### src/rtl/gin_sched_pkg.sv
// gin_sched_pkg
//   Shared definitions for the GIN ifmap scheduler.
//   - sched_state_t : sequencer FSM states
//   - cnt_w()       : counter width for a counter that counts 0 .. n-1
//                     (parameter-derived widths are computed with it inside
//                     each module, because they depend on module parameters)
package gin_sched_pkg;

    typedef enum logic [2:0] {
        ST_IDLE     = 3'd0,
        ST_SCAN_ROW = 3'd1,
        ST_SCAN_ID  = 3'd2,
        ST_GAP      = 3'd3,
        ST_STREAM   = 3'd4,
        ST_DONE     = 3'd5
    } sched_state_t;

    // Width for a counter holding values 0 .. n-1 (at least one bit).
    function automatic int cnt_w(input int n);
        return (n < 2) ? 1 : $clog2(n);
    endfunction

endpackage

### src/rtl/gin_tag_counter.sv
// gin_tag_counter
//   Walks a column-major ifmap tile (c outer, r inner) and produces the GIN
//   row_tag / col_tag for the current position. Tags are pure counters:
//   col_tag counts rows inside one tag group and wraps at ROWS_PER_TAG, which
//   bumps row_tag; the end of a column clears r and both tags.
// Ports:
//   clk, rst      clock, asynchronous active-low reset
//   clr           synchronous clear back to the first tile position
//   advance       step to the next position (one ifmap word accepted)
//   row_tag       tag for the current position
//   col_tag       tag for the current position
//   tile_last     current position is c == IFMAP_COLS-1, r == IFMAP_ROWS-1
module gin_tag_counter
    import gin_sched_pkg::*;
#(
    parameter int ROW_LEN      = 4,
    parameter int ID_LEN       = 5,
    parameter int IFMAP_ROWS   = 60,
    parameter int IFMAP_COLS   = 224,
    parameter int ROWS_PER_TAG = 30
) (
    input  logic               clk,
    input  logic               rst,
    input  logic               clr,
    input  logic               advance,
    output logic [ROW_LEN-1:0] row_tag,
    output logic [ID_LEN-1:0]  col_tag,
    output logic               tile_last
);

    localparam int R_W = cnt_w(IFMAP_ROWS);
    localparam int C_W = cnt_w(IFMAP_COLS);

    logic [R_W-1:0] r;
    logic [C_W-1:0] c;
    logic           row_end;
    logic           col_end;
    logic           tag_wrap;

    assign row_end   = (r == R_W'(IFMAP_ROWS - 1));
    assign col_end   = (c == C_W'(IFMAP_COLS - 1));
    assign tag_wrap  = (col_tag == ID_LEN'(ROWS_PER_TAG - 1));
    assign tile_last = row_end && col_end;

    always_ff @(posedge clk or negedge rst) begin
        if (!rst) begin
            r       <= '0;
            c       <= '0;
            row_tag <= '0;
            col_tag <= '0;
        end else if (clr) begin
            r       <= '0;
            c       <= '0;
            row_tag <= '0;
            col_tag <= '0;
        end else if (advance) begin
            if (row_end) begin
                // End of column: the tag groups restart with the next column,
                // and the tile wraps so the next sequence starts at (0,0).
                r       <= '0;
                row_tag <= '0;
                col_tag <= '0;
                c       <= col_end ? '0 : c + C_W'(1);
            end else begin
                r <= r + R_W'(1);
                if (tag_wrap) begin
                    col_tag <= '0;
                    row_tag <= row_tag + ROW_LEN'(1);
                end else begin
                    col_tag <= col_tag + ID_LEN'(1);
                end
            end
        end
    end

endmodule

### src/rtl/gin_ifmap_scheduler.sv
// gin_ifmap_scheduler
//   Sequencer in front of the GIN ifmap multicast network. After start it
//   shifts the row-tag chain (XBUS_NUMS beats), then the PE-ID chain
//   (XBUS_NUMS*PE_NUMS beats), waits GAP_CYCLES, then streams one
//   column-major ifmap tile with generated row/col tags under the GIN
//   ready handshake.
// Ports:
//   clk, rst                    clock, asynchronous active-low reset
//   start / busy / done         sequence control and status
//   cfg_valid/cfg_data/cfg_ready  scan word source (valid/ready)
//   src_valid/src_data/src_ready  ifmap word source (valid/ready)
//   gin_set_row, gin_row_scan_in  row-tag chain scan port
//   gin_set_id,  gin_id_scan_in   PE-ID chain scan port
//   gin_enable, gin_row_tag, gin_col_tag, gin_value, gin_ready  GIN stream
//   stall_cycles                only with GIN_SCHED_STALL_CNT_EN: saturating
//                               count of stalled STREAM cycles
// Build option:
//   GIN_SCHED_STALL_CNT_EN  adds the stall_cycles counter and port.
module gin_ifmap_scheduler
    import gin_sched_pkg::*;
#(
    parameter int XBUS_NUMS    = 12,
    parameter int PE_NUMS      = 14,
    parameter int ID_LEN       = 5,
    parameter int ROW_LEN      = 4,
    parameter int VALUE_LEN    = 8,
    parameter int IFMAP_ROWS   = 60,
    parameter int IFMAP_COLS   = 224,
    parameter int ROWS_PER_TAG = 30,
    parameter int GAP_CYCLES   = 3
) (
    input  logic                 clk,
    input  logic                 rst,
    input  logic                 start,
    output logic                 busy,
    output logic                 done,
    input  logic                 cfg_valid,
    input  logic [7:0]           cfg_data,
    output logic                 cfg_ready,
    input  logic                 src_valid,
    input  logic [VALUE_LEN-1:0] src_data,
    output logic                 src_ready,
    output logic                 gin_set_row,
    output logic [ROW_LEN-1:0]   gin_row_scan_in,
    output logic                 gin_set_id,
    output logic [ID_LEN-1:0]    gin_id_scan_in,
    output logic                 gin_enable,
    output logic [ROW_LEN-1:0]   gin_row_tag,
    output logic [ID_LEN-1:0]    gin_col_tag,
    output logic [VALUE_LEN-1:0] gin_value,
`ifdef GIN_SCHED_STALL_CNT_EN
    output logic [31:0]          stall_cycles,
`endif
    input  logic                 gin_ready
);

    localparam int ID_BEATS = XBUS_NUMS * PE_NUMS;
    localparam int SCAN_W   = cnt_w(ID_BEATS > XBUS_NUMS ? ID_BEATS : XBUS_NUMS);
    localparam int GAP_W    = cnt_w(GAP_CYCLES);

    // Tags come from counters only, so every tag value must fit its field.
    if ((IFMAP_ROWS + ROWS_PER_TAG - 1) / ROWS_PER_TAG > (1 << ROW_LEN)) begin : g_row_tag_chk
        $error("row_tag too narrow for IFMAP_ROWS/ROWS_PER_TAG");
    end
    if (ROWS_PER_TAG > (1 << ID_LEN)) begin : g_col_tag_chk
        $error("col_tag too narrow for ROWS_PER_TAG");
    end
    if (ROW_LEN > 8 || ID_LEN > 8) begin : g_cfg_w_chk
        $error("scan words wider than cfg_data");
    end

    sched_state_t state;
    sched_state_t state_nxt;

    logic [SCAN_W-1:0]  scan_cnt;
    logic [GAP_W-1:0]   gap_cnt;
    logic               last_taken;
    logic               start_take;
    logic               cfg_hs;
    logic               src_hs;
    logic               gin_xfer;
    logic               tile_last;
    logic [ROW_LEN-1:0] cur_row_tag;
    logic [ID_LEN-1:0]  cur_col_tag;
    logic               cfg_unused;

    // Scan-port and stream output registers
    logic                 set_row_p1;
    logic [ROW_LEN-1:0]   row_scan_p1;
    logic                 set_id_p1;
    logic [ID_LEN-1:0]    id_scan_p1;
    logic                 vld_p1;
    logic [ROW_LEN-1:0]   row_tag_p1;
    logic [ID_LEN-1:0]    col_tag_p1;
    logic [VALUE_LEN-1:0] value_p1;

    // Upper cfg_data bits are don't-care in both scan phases.
    assign cfg_unused = ^cfg_data;

    assign start_take = (state == ST_IDLE) && start;
    assign cfg_ready  = (state == ST_SCAN_ROW) || (state == ST_SCAN_ID);
    assign cfg_hs     = cfg_valid && cfg_ready;
    // Once the tile's last word is held, no further word may enter; the
    // register only drains.
    assign src_ready  = (state == ST_STREAM) && !last_taken && (!vld_p1 || gin_ready);
    assign src_hs     = src_valid && src_ready;
    assign gin_xfer   = vld_p1 && gin_ready;
    assign busy       = (state != ST_IDLE);
    assign done       = (state == ST_DONE);

    gin_tag_counter #(
        .ROW_LEN      (ROW_LEN),
        .ID_LEN       (ID_LEN),
        .IFMAP_ROWS   (IFMAP_ROWS),
        .IFMAP_COLS   (IFMAP_COLS),
        .ROWS_PER_TAG (ROWS_PER_TAG)
    ) u_tag_counter (
        .clk       (clk),
        .rst       (rst),
        .clr       (start_take),
        .advance   (src_hs),
        .row_tag   (cur_row_tag),
        .col_tag   (cur_col_tag),
        .tile_last (tile_last)
    );

    always_ff @(posedge clk or negedge rst) begin
        if (!rst) begin
            state <= ST_IDLE;
        end else begin
            state <= state_nxt;
        end
    end

    always_comb begin
        state_nxt = state;
        case (state)
            ST_IDLE:     if (start) state_nxt = ST_SCAN_ROW;
            ST_SCAN_ROW: if (cfg_hs && scan_cnt == SCAN_W'(XBUS_NUMS - 1)) state_nxt = ST_SCAN_ID;
            ST_SCAN_ID:  if (cfg_hs && scan_cnt == SCAN_W'(ID_BEATS - 1)) state_nxt = ST_GAP;
            ST_GAP:      if (gap_cnt == GAP_W'(GAP_CYCLES - 1)) state_nxt = ST_STREAM;
            ST_STREAM:   if (last_taken && gin_xfer) state_nxt = ST_DONE;
            ST_DONE:     state_nxt = ST_IDLE;
            default:     state_nxt = ST_IDLE;
        endcase
    end

    // Phase counters; scan_cnt restarts whenever the FSM changes phase.
    always_ff @(posedge clk or negedge rst) begin
        if (!rst) begin
            scan_cnt   <= '0;
            gap_cnt    <= '0;
            last_taken <= 1'b0;
        end else begin
            if (state_nxt != state) begin
                scan_cnt <= '0;
            end else if (cfg_hs) begin
                scan_cnt <= scan_cnt + SCAN_W'(1);
            end

            if (state == ST_GAP) begin
                gap_cnt <= gap_cnt + GAP_W'(1);
            end else begin
                gap_cnt <= '0;
            end

            if (state == ST_IDLE) begin
                last_taken <= 1'b0;
            end else if (src_hs && tile_last) begin
                last_taken <= 1'b1;
            end
        end
    end

    // ---- stage p1: scan strobes, one cycle per accepted cfg word ----
    always_ff @(posedge clk or negedge rst) begin
        if (!rst) begin
            set_row_p1  <= 1'b0;
            row_scan_p1 <= '0;
            set_id_p1   <= 1'b0;
            id_scan_p1  <= '0;
        end else begin
            set_row_p1 <= cfg_hs && (state == ST_SCAN_ROW);
            set_id_p1  <= cfg_hs && (state == ST_SCAN_ID);
            if (cfg_hs && state == ST_SCAN_ROW) begin
                row_scan_p1 <= cfg_data[ROW_LEN-1:0];
            end
            if (cfg_hs && state == ST_SCAN_ID) begin
                id_scan_p1 <= cfg_data[ID_LEN-1:0];
            end
        end
    end

    // ---- stage p1: single-entry stream register toward the GIN ----
    always_ff @(posedge clk or negedge rst) begin
        if (!rst) begin
            vld_p1     <= 1'b0;
            row_tag_p1 <= '0;
            col_tag_p1 <= '0;
            value_p1   <= '0;
        end else if (src_hs) begin
            // Covers the simultaneous drain+refill case as well.
            vld_p1     <= 1'b1;
            row_tag_p1 <= cur_row_tag;
            col_tag_p1 <= cur_col_tag;
            value_p1   <= src_data;
        end else if (gin_xfer) begin
            vld_p1 <= 1'b0;
        end
    end

    assign gin_set_row     = set_row_p1;
    assign gin_row_scan_in = row_scan_p1;
    assign gin_set_id      = set_id_p1;
    assign gin_id_scan_in  = id_scan_p1;
    assign gin_enable      = vld_p1;
    assign gin_row_tag     = row_tag_p1;
    assign gin_col_tag     = col_tag_p1;
    assign gin_value       = value_p1;

`ifdef GIN_SCHED_STALL_CNT_EN
    always_ff @(posedge clk or negedge rst) begin
        if (!rst) begin
            stall_cycles <= '0;
        end else if (start_take) begin
            stall_cycles <= '0;
        end else if (state == ST_STREAM && vld_p1 && !gin_ready && stall_cycles != '1) begin
            stall_cycles <= stall_cycles + 32'd1;
        end
    end
`endif

endmodule

### config.mk
export PLATFORM = sky130hd
export DESIGN_NAME = gin_ifmap_scheduler
export DESIGN_NICKNAME = d
export VERILOG_FILES = /design/src/rtl/gin_sched_pkg.sv /design/src/rtl/gin_tag_counter.sv /design/src/rtl/gin_ifmap_scheduler.sv
export SDC_FILE = /design/constraint.sdc
export NUM_CORES = 1
export LEC_CHECK = 0
export BUFFER_PORTS_ARGS = -buffer_cell sky130_fd_sc_hd__buf_2
export CAP_MARGIN = 20
export CORE_MARGIN = 4
export CORE_UTILIZATION = 40
export DETAILED_ROUTE_END_ITERATION = 16
export PLACE_DENSITY = 0.71
export SYNTH_ARGS = -nofsm -noshare
export SYNTH_HDL_FRONTEND = slang
export SYNTH_SLANG_ARGS = --single-unit
### constraint.sdc
create_clock -name clk -period 1.7 [get_ports clk]
set_input_delay 0.17 -clock clk [delete_from_list [all_inputs] [get_ports clk]]
set_output_delay 0.17 -clock clk [all_outputs]
set_load 0.05 [all_outputs]
# ---- After elaboration in Yosys (flattened, before gate mapping)
# Index checks and enable logic that the tools add are counted.
dict set report totals {
  reg_bits 66
  input_bits 22
  output_inout_bits 33
  wordCells 89
}
dict set report classes {
  n_addsub 6
  n_eq_ne 12
  n_mux 28
  reduce_logical 27
}
# op n
set op_table {}
lappend op_table {{two-way mux 8 bit} 6}
lappend op_table {{two-way mux 5 bit} 4}
lappend op_table {{two-way mux 6 bit} 3}
lappend op_table {{adder 8 x 1 -> 8 bit (second input constant)} 2}
lappend op_table {{equality test 8 bit (second input constant)} 2}
lappend op_table {{two-way mux 4 bit} 4}
lappend op_table {{two-way mux 3 bit} 5}
lappend op_table {{one-hot mux 3 bit (5 select lines)} 1}
lappend op_table {{logical AND 1 bit} 13}
lappend op_table {{nonzero test 2 bit} 5}
lappend op_table {{equality test 8 x 4 -> 1 bit (second input constant)} 1}
lappend op_table {{adder 6 x 1 -> 6 bit (second input constant)} 1}
lappend op_table {{equality test 3 x 2 -> 1 bit (second input constant)} 2}
lappend op_table {{equality test 3 bit (second input constant)} 2}
lappend op_table {{equality test 6 bit (second input constant)} 1}
lappend op_table {{nonzero test 3 bit} 2}
lappend op_table {{adder 5 x 1 -> 5 bit (second input constant)} 1}
lappend op_table {{equality test 5 bit (second input constant)} 1}
lappend op_table {{adder 4 x 1 -> 4 bit (second input constant)} 1}
lappend op_table {{two-way mux 1 bit} 4}
lappend op_table {{AND reduction 2 bit} 2}
lappend op_table {{equality test 3 x 1 -> 1 bit (second input constant)} 1}
lappend op_table {{logical NOT 3 bit} 1}
lappend op_table {{!= test 3 bit} 1}
lappend op_table {{other kinds (5)} 7}

# ---- Longest topological paths before layout
dict set report logic_depth {
  ltp_word 8
  depth_mapped 7
}

# ---- Cells and area by module
# From an unflattened synthesis, not the netlist that was laid out.
dict set report hier_totals {
  cells_unflattened 280
  hier_area_um2 3168.0
}
# module instances cells_per_inst area_each_um2 seq_area_each_um2
set modules_own_cells {}
lappend modules_own_cells {gin_ifmap_scheduler 1 150 1916.8 1076.0}
lappend modules_own_cells {gin_tag_counter 1 130 1251.2 575.6}

# ---- Worst setup path after synthesis
# Ideal clock, no wire load.
dict set report synth_timing {
  path_type {register to output}
  start {register state[1]}
  end {output port done}
  arrival_time_ns 1.725
  required_ns 1.530
  path_slack_ns -0.195
  path_stages_with_launch 3
  n_path_buf 1
  cell_sequence {dfrtp_1 -> buf_4 -> nor3b_1}
}
dict set report synth_via {
  elab_chain_len 1
}
# item line_no
set synth_rtl {}
lappend synth_rtl {{from (decl)} gin_ifmap_scheduler.sv:72} ;# sched_state_t state;
lappend synth_rtl {{from (signal assigned)} gin_ifmap_scheduler.sv:131} ;# state <= state_nxt;
lappend synth_rtl {{equality test 3 bit} gin_ifmap_scheduler.sv:109} ;# assign done = (state == ST_DONE);
lappend synth_rtl {{to (decl)} gin_ifmap_scheduler.sv:36} ;# output logic done,
# Every way passes these cells.

# ---- Worst setup path in the final report
dict set report layout_timing {
  start {register state[0]}
  end {register scan_cnt[7]}
}
dict set report layout_via {
  elab_chain_len 8
  elab_cells_between_ends 18
}
# item line_no
set layout_rtl {}
lappend layout_rtl {{equality test 3 x 1 -> 1 bit / equality test 3 x 2 -> 1 bit (equally long branches)} {gin_ifmap_scheduler.sv:101, gin_ifmap_scheduler.sv:137}}
lappend layout_rtl {{logical OR 1 bit} gin_ifmap_scheduler.sv:101} ;# assign cfg_ready = (state == ST_SCAN_ROW) || (state == ST_SCAN_ID);
lappend layout_rtl {{logical AND 1 bit} gin_ifmap_scheduler.sv:102} ;# assign cfg_hs = cfg_valid && cfg_ready;
lappend layout_rtl {{logical AND 1 bit (on tied branches)} {gin_ifmap_scheduler.sv:140, gin_ifmap_scheduler.sv:139}}
lappend layout_rtl {{two-way mux 3 bit (on tied branches)} {gin_ifmap_scheduler.sv:140, gin_ifmap_scheduler.sv:139}}
lappend layout_rtl {{one-hot mux 3 bit (5 select lines)} gin_ifmap_scheduler.sv:137} ;# case (state)
lappend layout_rtl {{!= test 3 bit} gin_ifmap_scheduler.sv:155} ;# if (state_nxt != state) begin
lappend layout_rtl {{two-way mux 8 bit / nonzero test 2 bit (equally long branches)} n/a}
lappend layout_rtl {{to (signal assigned)} gin_ifmap_scheduler.sv:158} ;# scan_cnt <= scan_cnt + SCAN_W'(1);
lappend layout_rtl {{to (decl)} gin_ifmap_scheduler.sv:75} ;# logic [SCAN_W-1:0] scan_cnt;
# Parallel ways exist; a longest one is shown, timed or not.
# A chain may end at the register's enable or synchronous reset.

==> metrics <==
power per cell area=~1100 nW/um2; Die X=roughly 96 um; Worst Hold Slack=between 0.02 and 0.025 ns; first-pass GRT wire length=between 10 and 15 mm; dpl hpwl=between 4 and 5 mm; drt wl/cell=~13 um; worst-skew pair later-pin latency=0.34 ns; Syn Inst Count=roughly 310; shortest period the worst path allows=between 1.5 and 2 ns; Max stage delay on crit path=0.46 ns; register area share after synthesis=about 53%; WP data arrival=1.90 ns; Ys Warns=0; Layout Skew=approximately 0.011 ns; Least-Margin Pin Slew=slightly above 0.4 ns; RSZ-0062 raised after global routing=yes; run status=complete, no violations; TritonCTS buffer count=9; Final Cell Area=around 4000 um2; CTS H-tree depth=3; Die Footprint=between 9000 and 10000 um2; crit end category=flop; worst-case vdd ir drop=0.000769 V; crit-path leading delay family=simple AND/OR/NAND/NOR gates; Main synth FF type=dfrtp_1; core footprint=about 7400 um2; clk root buf=clkbuf_8; I/O Buffers=between 50 and 60; # setup viols final=0; routed vias/inst=a little under 5; part of the cycle the worst path needs=between 90% and 100%; gr usage total=between 10% and 20%; Reg clk slew, reported paths=approximately 0.07 ns; Post-Syn Area=3090 um2; Hold WC Path Type=in2reg; Slew Limit Fails=0; largest net degree at the start of global routing=36; synthesized area per cell=between 9 and 10 um2; Fmax=slightly below 0.6 GHz; layout cells sized above 1=33.0%; Worst Path Required=1.91 ns; number of global-route vias before repair=about 2500; CP bufs+invs=0; via count=2507; number of antenna violations at the first check in global routing=0; EDFF count, synth=0; worst-path cell chain=or3b_4 > o22ai_4 > nor2_4 > a41oi_4 > nor2_1; TritonCTS clock tree=yes; Pleak=approximately 2 nW; antenna viol nets, final=0; #FFs+latches synth=between 60 and 70; DRC violations left=0; Syn-to-layout area delta=29.4%; Overflow after GRT=0; first-pass detailed-route iteration total=4; Ports=55; Relative slew margins=about 73%; Startpoint Class=flop; Nets=430; crit-path max FO=8; row cnt=31; CP max stage cell=dfrtp_2; MaxCap Viol Count=0; final hold viol count=0; Initial Util=a little over two fifths; Fill cells=between 600 and 700; final WL=roughly 6.5 mm; die span in y=95.9 um; Diodes inserted=0; GPL Wtd Cong=roughly 0.88; Synth cell types=48; Crit Path Class=reg2reg; CTS sink count=66; clk buf depth=2; placed cell areas=roughly 3700 um2; DRT iter0 DRCs=around 120; syn nets=343; setup TNS=0 ns; ys async rst share=100%
synth_stat cells, drive strengths merged, types with 4 or more instances:
master,count,area share [%]
nand2,69,8.5
dfrtp,66,53
nor2,32,4.1
nand3,15,2.6
a21oi,13,2.1
nor3,12,2.1
xor2,10,2.8
buf,9,1.6
mux2,9,3.3
ha,7,2.8
nand4,7,1.6
o21ai,7,1.1
inv,6,0.73
and3,5,1.0
xnor2,5,1.4
clkbuf,4,0.49
routing by layer:
layer  GRT usage (%)  up-vias  share of wire (%)
met4            7.82        0                1.7
li1                -     1250                  -
met2            25.0       24                 51
met1            17.9     1226                 45
met3            2.58        7                2.4
met5               0        -                  0
where the power goes:
part           switching (mW)  internal (mW)  leakage, nW  total, mW
Combinational            1.05          0.532        0.997       1.59
Clock                   0.552          0.520       0.0839       1.07
Sequential              0.125           1.75        0.896       1.88
final cells by class:
cell class / instances / area [um2] / area share [%]
well taps: 99 / 124 / 3.10
multi-input cells: 229 / 1440 / 36.0
repair buffers: 89 / 602 / 15.1
inverters: 6 / 22.5 / 0.563
clock inverters: 4 / 20.0 / 0.501
flip-flops and latches: 66 / 1660 / 41.4
clock buffers: 12 / 135 / 3.38
registers in the layout (all words and copies together) (netlist names), 3 cells and up:
name / count
u_tag_counter.c: 8
u_tag_counter.r: 6
gin_col_tag: 5
gin_row_scan_in: 4
u_tag_counter.col_tag: 5
gin_value: 8
gin_row_tag: 4
gin_id_scan_in: 5
state: 3
u_tag_counter.row_tag: 4
scan_cnt: 8
placed cells by master, fill, tap and decap left out, types with 2 or more instances in the layout:
| cell type | instances |
|---|---|
| ha_1 | 7 |
| nor2b_1 | 2 |
| a21oi_1 | 13 |
| a31oi_1 | 2 |
| nand3_1 | 13 |
| clkinv_2 | 4 |
| nand4_1 | 6 |
| nor3_1 | 7 |
| buf_4 | 31 |
| o21ai_1 | 3 |
| nand3_2 | 2 |
| dfrtp_2 | 3 |
| clkbuf_8 | 9 |
| nor4_1 | 2 |
| and3_1 | 5 |
| o21ai_0 | 4 |
| a311oi_1 | 2 |
| nor2_1 | 29 |
| dfrtp_1 | 63 |
| buf_6 | 3 |
| buf_12 | 3 |
| nand3b_1 | 2 |
| and2_1 | 2 |
| inv_1 | 6 |
| nand4b_1 | 3 |
| buf_2 | 50 |
| xor2_1 | 10 |
| nor3_2 | 4 |
| nand2_1 | 68 |
| clkbuf_1 | 3 |
| xnor2_1 | 5 |
| mux2_2 | 9 |
| nor2_4 | 2 |
tightest hold or removal path: stages:
cell and delay (ns):
buf_2 0.07, nand2_1 0.04, nand2_1 0.04
final timing paths:
check / start / end / slack (ns) / cells after the start
max in group asynchronous: rst / gin_enable$_DFFE_PN0P_ / 0.89 / 3
setup reg to reg: state[0]$_DFF_PN0_ / scan_cnt[7]$_DFFE_PN0P_ / 0.009 / 5
setup / recovery: state[0]$_DFF_PN0_ / scan_cnt[7]$_DFFE_PN0P_ / 0.009 / 5
min in group asynchronous: rst / gin_id_scan_in[2]$_DFFE_PN0P_ / 0.25 / 2
hold reg to reg: gap_cnt[0]$_DFF_PN0_ / gap_cnt[0]$_DFF_PN0_ / 0.43 / 1
hold / removal: src_data[6] / gin_value[6]$_DFFE_PN0P_ / 0.02 / 3
repair_timing:
action / CTS / global route
hold endpoints to repair: 11 / 0
resized for setup: 3 / 25
setup buffers: 0 / 7
setup endpoints to repair: 16 / 26
hold buffers: 1 / 0
pin swaps: 1 / 12
cells by family (layout without fill, tap and decap cells):
group / count (synthesis) / after routing / synth area share, %
flip-flops: 66 / 66 / 53.5
AND/OR/NAND/NOR: 162 / 162 / 25.4
AO/OA/AOI/OAI: 35 / 35 / 7.66
adder cells (fa/ha/maj): 7 / 7 / 2.84
XOR/XNOR: 15 / 15 / 4.25
multiplexers: 10 / 10 / 3.60
buffers and inverters: 19 / 111 / 2.83
through the flow:
stage / util, % / cells / power (mW) / setup slack, ns
finish: 54.2 / 505 / 4.54 / 0.00908
global route: 54.2 / 505 / 4.77 / -0.0630
CTS: 52.0 / 498 / 4.51 / -0.0228
detailed placement: 49.7 / 481 / 3.42 / -0.0785
global placement: 49.7 / 481 / 3.39 / -0.0211
floorplan: - / 314 / 2.96 / 0.0122
Power figures use the tool's default switching activity.
